File: src/rtl/munoc_master_traffic_gate.sv
// Handshake gate and drain sequencer between the AHB-to-AXI bridge and the
// master NI packetizer. Only valid/ready are touched; payloads bypass this
// block. It limits outstanding reads and writes, holds off W until its AW
// has been seen, and on drain_req blocks new requests, waits for accepted
// traffic to finish, then raises drain_ack as a safe comm_disable point.
module munoc_master_traffic_gate #(
  parameter int MAX_OUTSTANDING_RD = 4,
  parameter int MAX_OUTSTANDING_WR = 4,
  parameter int BW_CNT             = 4,
  parameter int TIMEOUT_CYCLES     = 1024
) (
  input  logic              clk,
  input  logic              rst,
  input  logic              ar_valid_in,
  output logic              ar_ready_out,
  output logic              ar_valid_out,
  input  logic              ar_ready_in,
  input  logic              aw_valid_in,
  output logic              aw_ready_out,
  output logic              aw_valid_out,
  input  logic              aw_ready_in,
  input  logic              w_valid_in,
  input  logic              w_last_in,
  output logic              w_ready_out,
  output logic              w_valid_out,
  input  logic              w_ready_in,
  input  logic              b_valid,
  input  logic              b_ready,
  input  logic              r_valid,
  input  logic              r_ready,
  input  logic              r_last,
  input  logic              drain_req,
  output logic              drain_ack,
  output logic [BW_CNT-1:0] rd_outstanding,
  output logic [BW_CNT-1:0] wr_outstanding,
  output logic              drain_timeout,
  output logic              protocol_error,
  input  logic              err_clear
);

  typedef enum logic [1:0] {
    ACTIVE   = 2'd0,
    DRAINING = 2'd1,
    DRAINED  = 2'd2
  } state_t;

  // Timer wide enough to hold TIMEOUT_CYCLES; a zero limit never fires.
  localparam int TMR_W = (TIMEOUT_CYCLES > 0) ? $clog2(TIMEOUT_CYCLES + 1) : 1;
  localparam logic [TMR_W-1:0]  TMR_LIMIT = TMR_W'(TIMEOUT_CYCLES);
  localparam logic [BW_CNT-1:0] RD_MAX    = BW_CNT'(MAX_OUTSTANDING_RD);
  localparam logic [BW_CNT-1:0] WR_MAX    = BW_CNT'(MAX_OUTSTANDING_WR);

  state_t            state, state_next;
  logic [BW_CNT-1:0] rd_cnt, wr_cnt, w_pending;
  logic [TMR_W-1:0]  timer;
  logic              allow_ar, allow_aw, allow_w;
  logic              ar_hs, aw_hs, w_hs, wl_hs, b_hs, rl_hs;
  logic [BW_CNT:0]   rd_step, wr_step, wp_step;
  logic              timeout_hit;

  // Up/down step that clamps at zero; MSB flags an attempted underflow.
  // Simultaneous increment and decrement cancel out.
  function automatic logic [BW_CNT:0] cnt_step(input logic [BW_CNT-1:0] cnt,
                                               input logic inc,
                                               input logic dec);
    logic [BW_CNT:0] res;
    res = {1'b0, cnt};
    if (inc && !dec) begin
      res = {1'b0, cnt + 1'b1};
    end else if (dec && !inc) begin
      if (cnt == '0) res = {1'b1, cnt};
      else           res = {1'b0, cnt - 1'b1};
    end
    return res;
  endfunction

  assign allow_ar = (state == ACTIVE) && (rd_cnt < RD_MAX);
  assign allow_aw = (state == ACTIVE) && (wr_cnt < WR_MAX);

  assign ar_valid_out = ar_valid_in & allow_ar;
  assign ar_ready_out = ar_ready_in & allow_ar;
  assign aw_valid_out = aw_valid_in & allow_aw;
  assign aw_ready_out = aw_ready_in & allow_aw;

  assign ar_hs = ar_valid_out & ar_ready_in;
  assign aw_hs = aw_valid_out & aw_ready_in;

  // W may only follow an accepted AW, including one accepted this cycle.
  assign allow_w     = (w_pending != '0) | aw_hs;
  assign w_valid_out = w_valid_in & allow_w;
  assign w_ready_out = w_ready_in & allow_w;

  assign w_hs  = w_valid_out & w_ready_in;
  assign wl_hs = w_hs & w_last_in;
  assign b_hs  = b_valid & b_ready;
  assign rl_hs = r_valid & r_ready & r_last;

  assign rd_step = cnt_step(rd_cnt, ar_hs, rl_hs);
  assign wr_step = cnt_step(wr_cnt, aw_hs, b_hs);
  assign wp_step = cnt_step(w_pending, aw_hs, wl_hs);

  // Fires once, on the cycle the drain timer steps onto the limit.
  assign timeout_hit = (state == DRAINING) && (timer < TMR_LIMIT) &&
                       ((timer + 1'b1) == TMR_LIMIT);

  assign drain_ack      = (state == DRAINED);
  assign rd_outstanding = rd_cnt;
  assign wr_outstanding = wr_cnt;

  // Outstanding-transaction bookkeeping.
  always_ff @(posedge clk) begin
    if (rst) begin
      rd_cnt    <= '0;
      wr_cnt    <= '0;
      w_pending <= '0;
    end else begin
      rd_cnt    <= rd_step[BW_CNT-1:0];
      wr_cnt    <= wr_step[BW_CNT-1:0];
      w_pending <= wp_step[BW_CNT-1:0];
    end
  end

  // Drain state register.
  always_ff @(posedge clk) begin
    if (rst) state <= ACTIVE;
    else     state <= state_next;
  end

  // Drain sequencing: quiesce decision uses the registered counts.
  always_comb begin
    state_next = state;
    case (state)
      ACTIVE: begin
        if (drain_req) state_next = DRAINING;
      end
      DRAINING: begin
        if (!drain_req) begin
          state_next = ACTIVE;
        end else if ((rd_cnt == '0) && (wr_cnt == '0) && (w_pending == '0)) begin
          state_next = DRAINED;
        end
      end
      DRAINED: begin
        if (!drain_req) state_next = ACTIVE;
      end
      default: state_next = ACTIVE;
    endcase
  end

  // Drain timer: cleared while ACTIVE, saturating count while DRAINING.
  always_ff @(posedge clk) begin
    if (rst) begin
      timer <= '0;
    end else if (state == ACTIVE) begin
      timer <= '0;
    end else if ((state == DRAINING) && (timer < TMR_LIMIT)) begin
      timer <= timer + 1'b1;
    end
  end

  // Sticky error flags; err_clear wins over a same-cycle set.
  always_ff @(posedge clk) begin
    if (rst) begin
      drain_timeout  <= 1'b0;
      protocol_error <= 1'b0;
    end else if (err_clear) begin
      drain_timeout  <= 1'b0;
      protocol_error <= 1'b0;
    end else begin
      if (timeout_hit)                  drain_timeout  <= 1'b1;
      if (rd_step[BW_CNT] || wr_step[BW_CNT]) protocol_error <= 1'b1;
    end
  end

endmodule

File: config.mk
export PLATFORM = sky130hd
export DESIGN_NAME = munoc_master_traffic_gate
export DESIGN_NICKNAME = d
export VERILOG_FILES = /design/src/rtl/munoc_master_traffic_gate.sv
export SDC_FILE = /design/constraint.sdc
export NUM_CORES = 1
export LEC_CHECK = 0
export BUFFER_PORTS_ARGS = -buffer_cell sky130_fd_sc_hd__buf_4
export CORE_AREA = 2 2 54 93
export DETAILED_ROUTE_END_ITERATION = 8
export DIE_AREA = 0 0 56 95
export PLACE_DENSITY = 0.62
export SLEW_MARGIN = 15
export SYNTH_ARGS = -nofsm -noshare
export SYNTH_HDL_FRONTEND = slang
export SYNTH_SLANG_ARGS = --single-unit
File: constraint.sdc
create_clock -name clk -period 2.3 [get_ports clk]
set_input_delay 0.115 -clock clk [delete_from_list [all_inputs] [get_ports clk]]
set_output_delay 0.115 -clock clk [all_outputs]
set_load 0.02 [all_outputs]
======== Word level (Yosys, flattened, before mapping) ========
Cells that the tools add are included.
storage, ports and cells
  bits of input ports ..................... 16
  output and inout port bits .............. 17
  bits in registers ....................... 27
operators by class
  add/sub/neg operators ................... 7
  eq/ne operators ......................... 9
  $lt $le $gt $ge ......................... 3
  reductions and logical operators ........ 32
  multiplexer cells ....................... 14
  bitwise gates (word level) .............. 14
operators by type and width
  kind                     count
  $mux W5                  6
  $and A1 B1 Y1            13
  $add A4 B1 Y4 const B    3
  $logic_and A1 B1 Y1      12
  $logic_not A4 Y1         3
  $mux W4                  3
  $sub A4 B1 Y4 const B    3
  $add A11 B1 Y11 const B  1
  $eq A11 B11 Y1 const B   1
  $lt A11 B11 Y1 const B   1
  $ne A2 B2 Y1 const B     5
  $lt A4 B3 Y1 const B     2
  $mux W2                  4
  $pmux W2 S3              1
  $reduce_and A2 Y1        3
  $reduce_bool A2 Y1       3
  $logic_not A1 Y1         5
  $reduce_bool A4 Y1       1
  $reduce_or A2 Y1         2
  $ne A3 B2 Y1 const B     1
  $reduce_and A3 Y1        1
  $eq A2 B1 Y1 const B     1
  $eq A2 B2 Y1 const B     1
  $logic_not A2 Y1         1
  2 further kinds          2

======== Logic depth before layout (Yosys ltp) ========
Gate-level depths: netlist of run 1.
  word-level depth ........................ 12
  mapped depth ............................ 12
  gate-level depth less buffers ........... 11

======== Worst setup path after synthesis of run 1 ========
OpenSTA, ideal clock, no wires.
  path type ............................... register to register
  from .................................... register wr_cnt[3], in the netlist wr_outstanding[3]
  to ...................................... register w_pending[3]
  required time ........................... 2.179 ns
  cell stages (with the launch flop) ...... 13
  period minus slack after synthesis ...... 2.850 ns
  path slack .............................. -0.550 ns
  arrival ................................. 2.730 ns
  path buffers ............................ 1
  cell sequence ........................... dfxtp_1 clkbuf_2 nor2_1 nand4_1 a21boi_1 nand3_1 ha_1 inv_1 ha_1 a21oi_1 a211oi_1 a31oi_1 mux2_2
on the way
  word-level cells in the longest chain between the ends .. 12
RTL lines
  item                                                                 RTL line  source
  start: declaration                                                   54        logic [BW_CNT-1:0] rd_cnt, wr_cnt, w_pending;
  start signal: assignment                                             118       wr_cnt <= wr_step[BW_CNT-1:0];
  $lt A4 B3 Y1 (*)                                                     78        assign allow_aw = (state == ACTIVE) && (wr_cnt < WR_MAX);
  $logic_and A1 B1 Y1 (*)                                              78
  $and A1 B1 Y1 (*)                                                    82        assign aw_valid_out = aw_valid_in & allow_aw;
  $and A1 B1 Y1 (*)                                                    86        assign aw_hs = aw_valid_out & aw_ready_in;
  $or A1 B1 Y1 (*)                                                     89        assign allow_w = (w_pending != '0) | aw_hs;
  $and A1 B1 Y1 (*)                                                    90        assign w_valid_out = w_valid_in & allow_w;
  net w_valid_out                                                      25        output logic w_valid_out,
  $and A1 B1 Y1 (*)                                                    93        assign w_hs = w_valid_out & w_ready_in;
  $and A1 B1 Y1 (*)                                                    94        assign wl_hs = w_hs & w_last_in;
  $logic_not A1 Y1                                                     68        if (inc && !dec) begin
  $logic_and A1 B1 Y1                                                  68
  $ne A2 B2 Y1 (no line) / $reduce_bool A2 Y1 (equally long branches)  -
  $reduce_and A2 Y1 (no line)                                          -
  end signal: assignment                                               119       w_pending <= wp_step[BW_CNT-1:0];
  end: declaration                                                     54
The timed path passes the listed nets; every way through them passes the cells marked *.
A chain may end at the register's enable or synchronous reset.

======== Worst setup path in the final report of run 1 ========
  from .................................... register state[0]
  to ...................................... register w_pending[3]
on the way
  word-level cells in the longest chain between the ends .. 12
RTL lines
  item                                                                 RTL line  source
  start: declaration                                                   53        state_t state, state_next;
  start signal: assignment                                             126       else state <= state_next;
  $logic_not A2 Y1 (*)                                                 78
  $logic_and A1 B1 Y1 (*)                                              78
  $and A1 B1 Y1 (*)                                                    82
  $and A1 B1 Y1 (*)                                                    86
  $or A1 B1 Y1                                                         89
  $and A1 B1 Y1                                                        90
  $and A1 B1 Y1                                                        93
  $and A1 B1 Y1                                                        94
  $logic_not A1 Y1                                                     68
  $logic_and A1 B1 Y1                                                  68
  $ne A2 B2 Y1 (no line) / $reduce_bool A2 Y1 (equally long branches)  -
  $reduce_and A2 Y1 (no line)                                          -
Mark *: on every way between the ends. The rest lies on a longest branch, timed or not.

==> summary.txt, run 1 <==
Route
  • First drt pass iteration count: 4
  • Routed wire length: 4120 um
  • Vias per cell: 5.28
  • Wire per inst: 13.5 um
  • Via Count: 1609
  • DRC violation total after the first TritonRoute iteration: 44
  • DR DRC count: 0
  • Antenna Nets Post-Route: 0

Pwr
  • Sw Pwr: 0.479 mW
  • Sequential power share: 39.3%
  • Sw frac: 35.2%
  • Leak pwr: 0.929 nW
  • Cell Int Power: 0.882 mW
  • Design Power: 1.36 mW
  • Pwr dens: 606 nW/um^2
  • Peak supply drop: 0.420 mV
  • Clock power share: 21.3%
  • Logic pwr share: 39.4%

Logic synthesis
  • Synth top area share: 30.7%
  • Yosys reg bits: 27
  • Syn Inst Count: 210
  • Mapped Area: 1760 um^2
  • Yosys warnings: 0
  • Sequential fraction of the synthesis area: 30.7%
  • Main synth FF type: dfxtp_1
  • Syn_area_per_cell: 8.39 um^2
  • FFs w/ async S/R, synth: 0%
  • Syn nets: 242
  • Netlist cell types: 48
  • Largest area contributor in the netlist: dfxtp_1
  • Synth area leaders: dfxtp_1, ha_1, nor2_1
  • EDFF count, synth: 0

Clock tree
  • H-tree depth: 1
  • CTS Hold Buffers Added: 0
  • CTS root buf: clkbuf_8
  • CTS tree: yes
  • Worst-Skew Late Latency: 0.28 ns
  • Clk slew on worst S/H paths: 0.10 ns
  • Clock Sinks: 27
  • Cts bufs inserted: 3
  • Clock Path Buffers: 2

Setup path
  • Crit Reg-Reg Endpoint: w_pending[3]
  • Slowest stage delay, CP: 0.35 ns
  • Worst Path Max Fanout: 4
  • Critical Path RT: 2.48 ns
  • CP endpoint kind: register
  • R2r setup slk: 0.1 ns
  • Critical path cell sequence: nor2_2 > nand4_1 > buf_4 > inv_1 > ha_2 > inv_4 > ha_4 > a21oi_4 > a211oi_1 > a31oi_1 > mux2_2
  • Critical path class: register to register
  • Worst path slowest cell: dfxtp_2
  • WP data arrival: 2.38 ns
  • R2R Path Start: state[0]
  • Buf/Inv on CP: 3
  • Cell count of the worst reg-to-reg path: 11
  • Setup crit start kind: register
  • Family with the most delay on the worst path: adder cells

Timing
  • Slew HR: 62.1%
  • Fmax: 454 MHz
  • Worst slew pin tran: 0.569 ns
  • Max Slew Vio Count: 0
  • Final Hold Viols: 0
  • Tcrit/Tclk final: 95.8%
  • Setup violators final: 0
  • Final TNS setup: 0 ns
  • Final min period: 2.20 ns
  • RSZ-0062 raised after global routing: true
  • Post-route setup slack: 0.0958 ns
  • Final Skew: 0.00467 ns

Worst hold path
  • Min-Delay Endpoint: protocol_error
  • Hold Path Class: primary input to register
  • Hold Crit Depth: 3
  • Hold path start: err_clear

Global routing
  • Largest net degree at the start of global routing: 19
  • Total GRT Usage: 15.9%
  • First-pass GRT wire length: 6730 um
  • Vias in the first global route: 1523
  • Total congestion overflow: 0
  • Initial antenna violation count: 0

Die
  • Row count: 33
  • Die span in x: 56 um
  • Num ports: 33
  • Core area: 4620 um^2
  • Starting Density: 38.1%
  • Die height: 95 um
  • Die footprint: 5320 um^2

Placement
  • Port Buffer Count: 32
  • Placer Congestion: 0.789
  • Placement Cell Area: 2150 um^2
  • Place WS: 0.0697 ns
  • Hpwl dp: 3240 um

Outcome
  • Status: finished, final reports clean

Finish
  • Area delta synth->final: 27.3%
  • Final net count: 286
  • Most common cell after layout, fill and taps aside: buf_4
  • Fin area: 2240 um^2
  • Most frequent cells in the layout: buf_4, nor2_1, dfxtp_1, inv_1, ha_1
  • Diodes inserted: 0
  • Layout cell share with drive strength beyond 1: 29.6%

Run
  • Max-Cap Viols: 0
[worst max path at each step]
stage	slack (ns)	end	from	depth (start not counted)
after floorplan	-0.19	w_pending[3]	wr_outstanding[2]	12
after global placement	0.11	w_pending[3]	state[0]	11
after detailed placement	0.07	w_pending[3]	state[0]	11
after CTS	0.05	w_pending[3]	state[0]	11
after global routing	-0.03	w_pending[3]	state[0]	11
final	0.1	w_pending[3]	state[0]	11
[synth_stat cells, drive strengths merged (4+ instances only)]
master	instances
a21oi	13
dfxtp	27
xnor2	5
xor2	7
mux2	4
clkbuf	6
nor3	9
nor2	26
and2	4
nor3b	4
ha	15
inv	17
nand2	8
a31oi	4
a211oi	6
and3	4
nand3	11
[final cells by class]
| cell class | instances | area, um^2 |
|---|---|---|
| clock buffer | 3 | 41.3 |
| clock inverter | 1 | 6.26 |
| sequential | 27 | 547 |
| tap | 52 | 65.1 |
| inverter | 17 | 66.3 |
| fill | 460 | 2380 |
| multi-input combinational | 158 | 1170 |
| timing repair buffer | 47 | 353 |
[per-layer routing]
layer	global-route usage [%]	up-vias	share of wire, %
met2	29.9	25	56
met5	0	-	0
met1	17.7	754	40
li1	-	826	-
met4	6.35	0	1.2
met3	1.92	4	2.8
[state kept, by name, summed over array words and instances, names as in the netlist]
name and flops:
timer 11, rd_outstanding 4, w_pending 4, wr_outstanding 4, state 2, drain_timeout 1, protocol_error 1
[timing repair]
action	CTS	global route
setup endpoints to repair	0	4
resized for setup	0	3
setup buffers	0	4
[tightest hold or removal path, delay by kind of cell]
kind	cells	cell delay, ns
AOI/OAI and AO/OA	1	0.10
buffers and inverters	1	0.07
and+or+nand+nor	1	0.07
[kinds of logic (layout without fill, tap and decap cells)]
group           Yosys count  in the layout  share of synthesized area (%)
buf+inv                  25             68                           5.68
flops                    27             27                           30.7
fa+ha+maj                16             16                           11.8
mux                       4              4                           2.55
compound gates           41             41                           15.8
xor+xnor                 12             12                           5.96
simple gates             85             85                           27.5
[power by group through the flow]
stage	combinational [mW]	sequential [mW]	clock, mW
floorplan	0.328	0.557	0
global placement	0.515	0.544	0
detailed placement	0.517	0.545	0
CTS	0.520	0.534	0.297
global route	0.592	0.540	0.314
finish	0.537	0.535	0.290
[per-stage QoR]
step / instances / util (%) / hold slack [ns]
finish: 305 / 48.5 / 0.115
global route: 305 / 48.5 / 0.124
CTS: 301 / 47.6 / 0.107
detailed placement: 297 / 46.5 / 0.415
global placement: 297 / 46.5 / 0.415
floorplan: 210 / - / 0.290
(Power assumes the default switching activity.)
==> inputs of run 2 (changes only) <==
--- a/config.mk
+++ b/config.mk
@@ -9,7 +9,9 @@
 export CORE_AREA = 2 2 54 93
 export DETAILED_ROUTE_END_ITERATION = 8
 export DIE_AREA = 0 0 56 95
+export GPL_TIMING_DRIVEN = 0
 export PLACE_DENSITY = 0.62
+export SKIP_LAST_GASP = 1
 export SLEW_MARGIN = 15
 export SYNTH_ARGS = -nofsm -noshare
 export SYNTH_HDL_FRONTEND = slang
==> summary.txt, run 2 (synthesis results as in run 1) <==
Clock tree
  • CTS Hold Buffers Added: 0
  • Clock Path Buffers: 2
  • CTS root buf: clkbuf_8
  • CTS tree: yes
  • Clk slew on worst S/H paths: 0.10 ns
  • Worst-Skew Late Latency: 0.28 ns
  • Cts bufs inserted: 3
  • Clock Sinks: 27
  • H-tree depth: 1

Timing
  • Worst slew pin tran: 0.495 ns
  • Post-route setup slack: -0.0319 ns
  • RSZ-0062 raised after global routing: true
  • Final Hold Viols: 0
  • Final min period: 2.33 ns
  • Fmax: 429 MHz
  • Tcrit/Tclk final: 101%
  • Final TNS setup: -0.0319 ns
  • Slew HR: 67.0%
  • Max Slew Vio Count: 0
  • Worst hold slack: 0.106 ns
  • Setup violators final: 1
  • Final Skew: 0.00785 ns

Route
  • Via Count: 1643
  • Routed wire length: 4200 um
  • Antenna Nets Post-Route: 0
  • First drt pass iteration count: 4
  • Vias per cell: 5.27
  • DR DRC count: 0
  • Wire per inst: 13.4 um
  • DRC violation total after the first TritonRoute iteration: 33

Setup path
  • Setup crit start kind: register
  • Critical Path RT: 2.48 ns
  • Crit Reg-Reg Endpoint: w_pending[3]
  • Slowest stage delay, CP: 0.38 ns
  • R2R Path Start: wr_outstanding[3]
  • Worst path slowest cell: dfxtp_4
  • CP endpoint kind: register
  • WP data arrival: 2.51 ns
  • Critical path cell sequence: nor2_4 > nand4_1 > a21boi_2 > nand3_2 > ha_4 > inv_4 > ha_4 > a21oi_4 > a211oi_1 > a31oi_1 > mux2_2
  • Worst Path Max Fanout: 6
  • Worst path most repeated cell: ha_4
  • R2r setup slk: -0.03 ns
  • Cell count of the worst reg-to-reg path: 11
  • Critical path class: register to register

Global routing
  • Total congestion overflow: 0
  • Largest net degree at the start of global routing: 17
  • Initial antenna violation count: 0
  • First-pass GRT wire length: 7110 um
  • Total GRT Usage: 16.2%
  • Vias in the first global route: 1598

Die
  • Num ports: 33
  • Die span in x: 56 um
  • Die height: 95 um
  • Row count: 33
  • Starting Density: 38.1%
  • Core area: 4620 um^2
  • Die footprint: 5320 um^2

Finish
  • Finished Layout Cells: 312
  • Diodes inserted: 0
  • Layout cell share with drive strength beyond 1: 32.7%
  • Final net count: 293
  • Fin area: 2330 um^2
  • Final Util: 50.4%
  • Largest Register: timer
  • Area delta synth->final: 32.2%
  • Reg area: 556 um^2
  • Most common cell after layout, fill and taps aside: buf_4
  • Area of the multi-input gates: 1210 um^2
  • Max reg flops: 11
  • Most frequent cells in the layout: buf_4, nor2_1, dfxtp_1, inv_1, ha_1
  • Filler Cell Count: 476

Worst hold path
  • Hold Path Class: primary input to register
  • Hold path start: err_clear
  • Min-Delay Endpoint: protocol_error
  • Hold Crit Depth: 3

Outcome
  • Failing checks: negative setup slack
  • Status: complete, but fails checks

Placement
  • Place WS: -0.260 ns
  • Port Buffer Count: 31
  • Cells after DPL: 293
  • Placer Congestion: 0.794
  • Placement Cell Area: 2120 um^2
  • Hpwl dp: 3000 um

Pwr
  • Peak supply drop: 0.435 mV
  • Design Power: 1.39 mW
  • Leak pwr: 0.959 nW
  • Pwr dens: 597 nW/um^2

Run
  • Max-Cap Viols: 0
run 2: final cells by class:
type / count / area share (%)
plain buffers: 5 / 0.913
clock inverters: 1 / 0.268
multi-input cells: 158 / 51.8
flip-flops and latches: 27 / 23.8
well taps: 52 / 2.79
repair buffers: 49 / 15.8
inverters: 17 / 2.84
clock buffers: 3 / 1.77
run 2: what timing repair did:
| action | in CTS | in global routing |
|---|---|---|
| buffers inserted | 12 | 6 |
| gates resized for setup | 8 | 7 |
| pin swaps | 8 | 7 |
| endpoints found under the setup margin | 1 | 5 |
run 2: critical path: cells and delay by family, from the launching register on:
kind                     cells  cell delay [ns]
AO/OA/AOI/OAI                4             0.63
AND/OR/NAND/NOR              3             0.41
adder cells (fa/ha/maj)      2             0.39
flip-flops                   1             0.38
multiplexers                 1             0.35
buffers and inverters        1             0.07
run 2: metal layers:
layer  GRT usage [%]  wire length, um  vias to the layer above
met5               0                0                        -
met4            5.36               68                        0
met3            1.78              100                        7
met2            30.3             2260                       24
met1            19.0             1760                      771
li1                -                -                      841
run 2: power by group:
part | switching, mW | internal [mW] | leakage, nW
clock | 0.169 | 0.125 | 0.0260
sequential | 0.0476 | 0.495 | 0.222
combinational | 0.278 | 0.276 | 0.711
run 2: worst max-delay path by stage:
stage,from,end,slack (ns),cells after the start
3_3_place_gp,state[1],w_pending[3],-0.24,12
4_1_cts,state[1],w_pending[3],-0.002,11
5_1_grt,wr_outstanding[3],w_pending[3],-0.14,11
6_report,wr_outstanding[3],w_pending[3],-0.03,11
2_1_floorplan,wr_outstanding[2],w_pending[3],-0.19,12
3_5_place_dp,state[1],w_pending[3],-0.26,12
==> inputs of run 3 (changes only) <==
--- a/config.mk
+++ b/config.mk
@@ -11,6 +11,7 @@
 export DIE_AREA = 0 0 56 95
 export GPL_TIMING_DRIVEN = 0
 export PLACE_DENSITY = 0.62
+export RECOVER_POWER = 25
 export SKIP_LAST_GASP = 1
 export SLEW_MARGIN = 15
 export SYNTH_ARGS = -nofsm -noshare
==> summary.txt, run 3 (synthesis results as in run 1) <==
Outcome
  • Status: complete, but fails checks
  • Failing checks: negative setup slack

Placement
  • Place WS: -0.260 ns
  • Port Buffer Count: 31
  • Placement Cell Area: 2120 um^2
  • Cells after DPL: 293
  • Hpwl dp: 3000 um
  • Placer Congestion: 0.794

Pwr
  • Logic pwr share: 39.8%
  • Clock power share: 21.2%
  • Sw Pwr: 0.495 mW
  • Peak supply drop: 0.434 mV
  • Cell Int Power: 0.895 mW
  • Sequential power share: 39.0%
  • Leak pwr: 0.946 nW
  • Sw frac: 35.6%
  • Pwr dens: 599 nW/um^2

Setup path
  • Family with the most delay on the worst path: compound AO/OA/AOI/OAI gates
  • R2R Path Start: wr_outstanding[3]
  • Worst path most repeated cell: ha_4
  • WP data arrival: 2.51 ns
  • Setup crit start kind: register
  • Critical Path RT: 2.48 ns
  • Slowest stage delay, CP: 0.38 ns
  • Cell count of the worst reg-to-reg path: 11
  • Worst path slowest cell: dfxtp_4
  • Worst Path Max Fanout: 6
  • Buf/Inv on CP: 1
  • Critical path class: register to register
  • Worst path depth: 11
  • R2r setup slk: -0.03 ns
  • Crit Reg-Reg Endpoint: w_pending[3]
  • Critical path cell sequence: nor2_4 > nand4_1 > a21boi_2 > nand3_2 > ha_4 > inv_4 > ha_4 > a21oi_4 > a211oi_1 > a31oi_1 > mux2_2
  • CP endpoint kind: register

Global routing
  • Total GRT Usage: 16.2%
  • Vias in the first global route: 1598
  • Total congestion overflow: 0
  • Largest net degree at the start of global routing: 17
  • Initial antenna violation count: 0
  • First-pass GRT wire length: 7110 um

Timing
  • Final Skew: 0.00785 ns
  • Fmax: 429 MHz
  • Post-route setup slack: -0.0319 ns
  • Max Slew Vio Count: 0
  • Slew HR: 67.0%
  • Setup violators final: 1
  • Worst slew pin tran: 0.495 ns
  • Final Hold Viols: 0
  • Final TNS setup: -0.0319 ns
  • RSZ-0062 raised after global routing: true
  • Final min period: 2.33 ns
  • Tcrit/Tclk final: 101%

Clock tree
  • Clock Path Buffers: 2
  • Clk slew on worst S/H paths: 0.10 ns
  • Clock Sinks: 27
  • Cts bufs inserted: 3
  • H-tree depth: 1
  • CTS tree: yes
  • CTS Hold Buffers Added: 0
  • Worst-Skew Late Latency: 0.28 ns
  • CTS root buf: clkbuf_8

Route
  • Antenna Nets Post-Route: 0
  • DR DRC count: 0
  • First drt pass iteration count: 4
  • Wire per inst: 13.5 um
  • DRC violation total after the first TritonRoute iteration: 32
  • Via Count: 1643
  • Vias per cell: 5.27
  • Routed wire length: 4200 um

Worst hold path
  • Hold Crit Depth: 3
  • Hold path start: err_clear
  • Min-Delay Endpoint: protocol_error
  • Hold Path Class: primary input to register

Die
  • Num ports: 33
  • Die height: 95 um
  • Die footprint: 5320 um^2
  • Die span in x: 56 um
  • Row count: 33
  • Core area: 4620 um^2
  • Starting Density: 38.1%

Finish
  • Diodes inserted: 0
  • Max reg flops: 11
  • Final net count: 293
  • Most frequent cells in the layout: buf_4, nor2_1, dfxtp_1, inv_1, ha_1
  • Filler Cell Count: 478
  • Most common cell after layout, fill and taps aside: buf_4
  • Area delta synth->final: 31.6%
  • Finished Layout Cells: 312
  • Fin area: 2320 um^2
  • Layout cell share with drive strength beyond 1: 31.5%
  • Largest Register: timer

Run
  • Max-Cap Viols: 0
[run 3: changes by cell type in the layout (fill, tap and decap cells not counted)]
cell | previous run | this run
clkbuf_1 | 3 | 6
buf_4 | 49 | 46
[run 3: power groups by stage]
stage | sequential (mW) | combinational, mW | clock (mW)
after floorplan | 0.557 | 0.328 | 0
after global placement | 0.550 | 0.473 | 0
after detailed placement | 0.550 | 0.476 | 0
after CTS | 0.541 | 0.522 | 0.302
after global routing | 0.550 | 0.610 | 0.313
final | 0.543 | 0.554 | 0.294
[run 3: what timing repair did]
item / in CTS / in global routing
gates resized for setup: 8 / 7
pin swaps: 8 / 7
buffers inserted: 12 / 6
endpoints found under the setup margin: 1 / 5
[run 3: per-stage QoR]
step	total power [mW]	util [%]	hold WS, ns
after detailed placement	1.03	45.8	0.404
after global placement	1.02	45.8	0.404
after floorplan	0.885	-	0.290
after CTS	1.37	48.5	0.0994
final	1.39	50.2	0.106
after global routing	1.47	50.2	0.122
[run 3: worst max-delay path by stage]
stage | end | slack, ns | start
5_1_grt | w_pending[3] | -0.14 | wr_outstanding[3]
4_1_cts | w_pending[3] | -0.002 | state[1]
2_1_floorplan | w_pending[3] | -0.19 | wr_outstanding[2]
3_3_place_gp | w_pending[3] | -0.24 | state[1]
6_report | w_pending[3] | -0.03 | wr_outstanding[3]
3_5_place_dp | w_pending[3] | -0.26 | state[1]
[run 3: final cells by class]
type | count | area (um^2) | area share (%)
plain buffers | 5 | 21.3 | 0.917
clock buffers | 3 | 41.3 | 1.78
clock inverters | 1 | 6.26 | 0.270
inverters | 17 | 66.3 | 2.86
multi-input cells | 158 | 1210 | 52.0
flip-flops and latches | 27 | 556 | 23.9
well taps | 52 | 65.1 | 2.80
repair buffers | 49 | 357 | 15.4
[run 3: per-layer routing]
metal	vias up	routed length (um)	track usage, %
li1	841	-	-
met1	771	1770	19.0
met2	24	2260	30.3
met3	7	97	1.78
met4	0	68	5.36
met5	-	0	0
[run 3: worst reg2reg max path, delay by kind of cell (launching register included)]
kind	cells	cell delay (ns)
AO/OA/AOI/OAI	4	0.63
AND/OR/NAND/NOR	3	0.42
adder cells (fa/ha/maj)	2	0.40
flip-flops	1	0.38
multiplexers	1	0.35
buffers and inverters	1	0.07
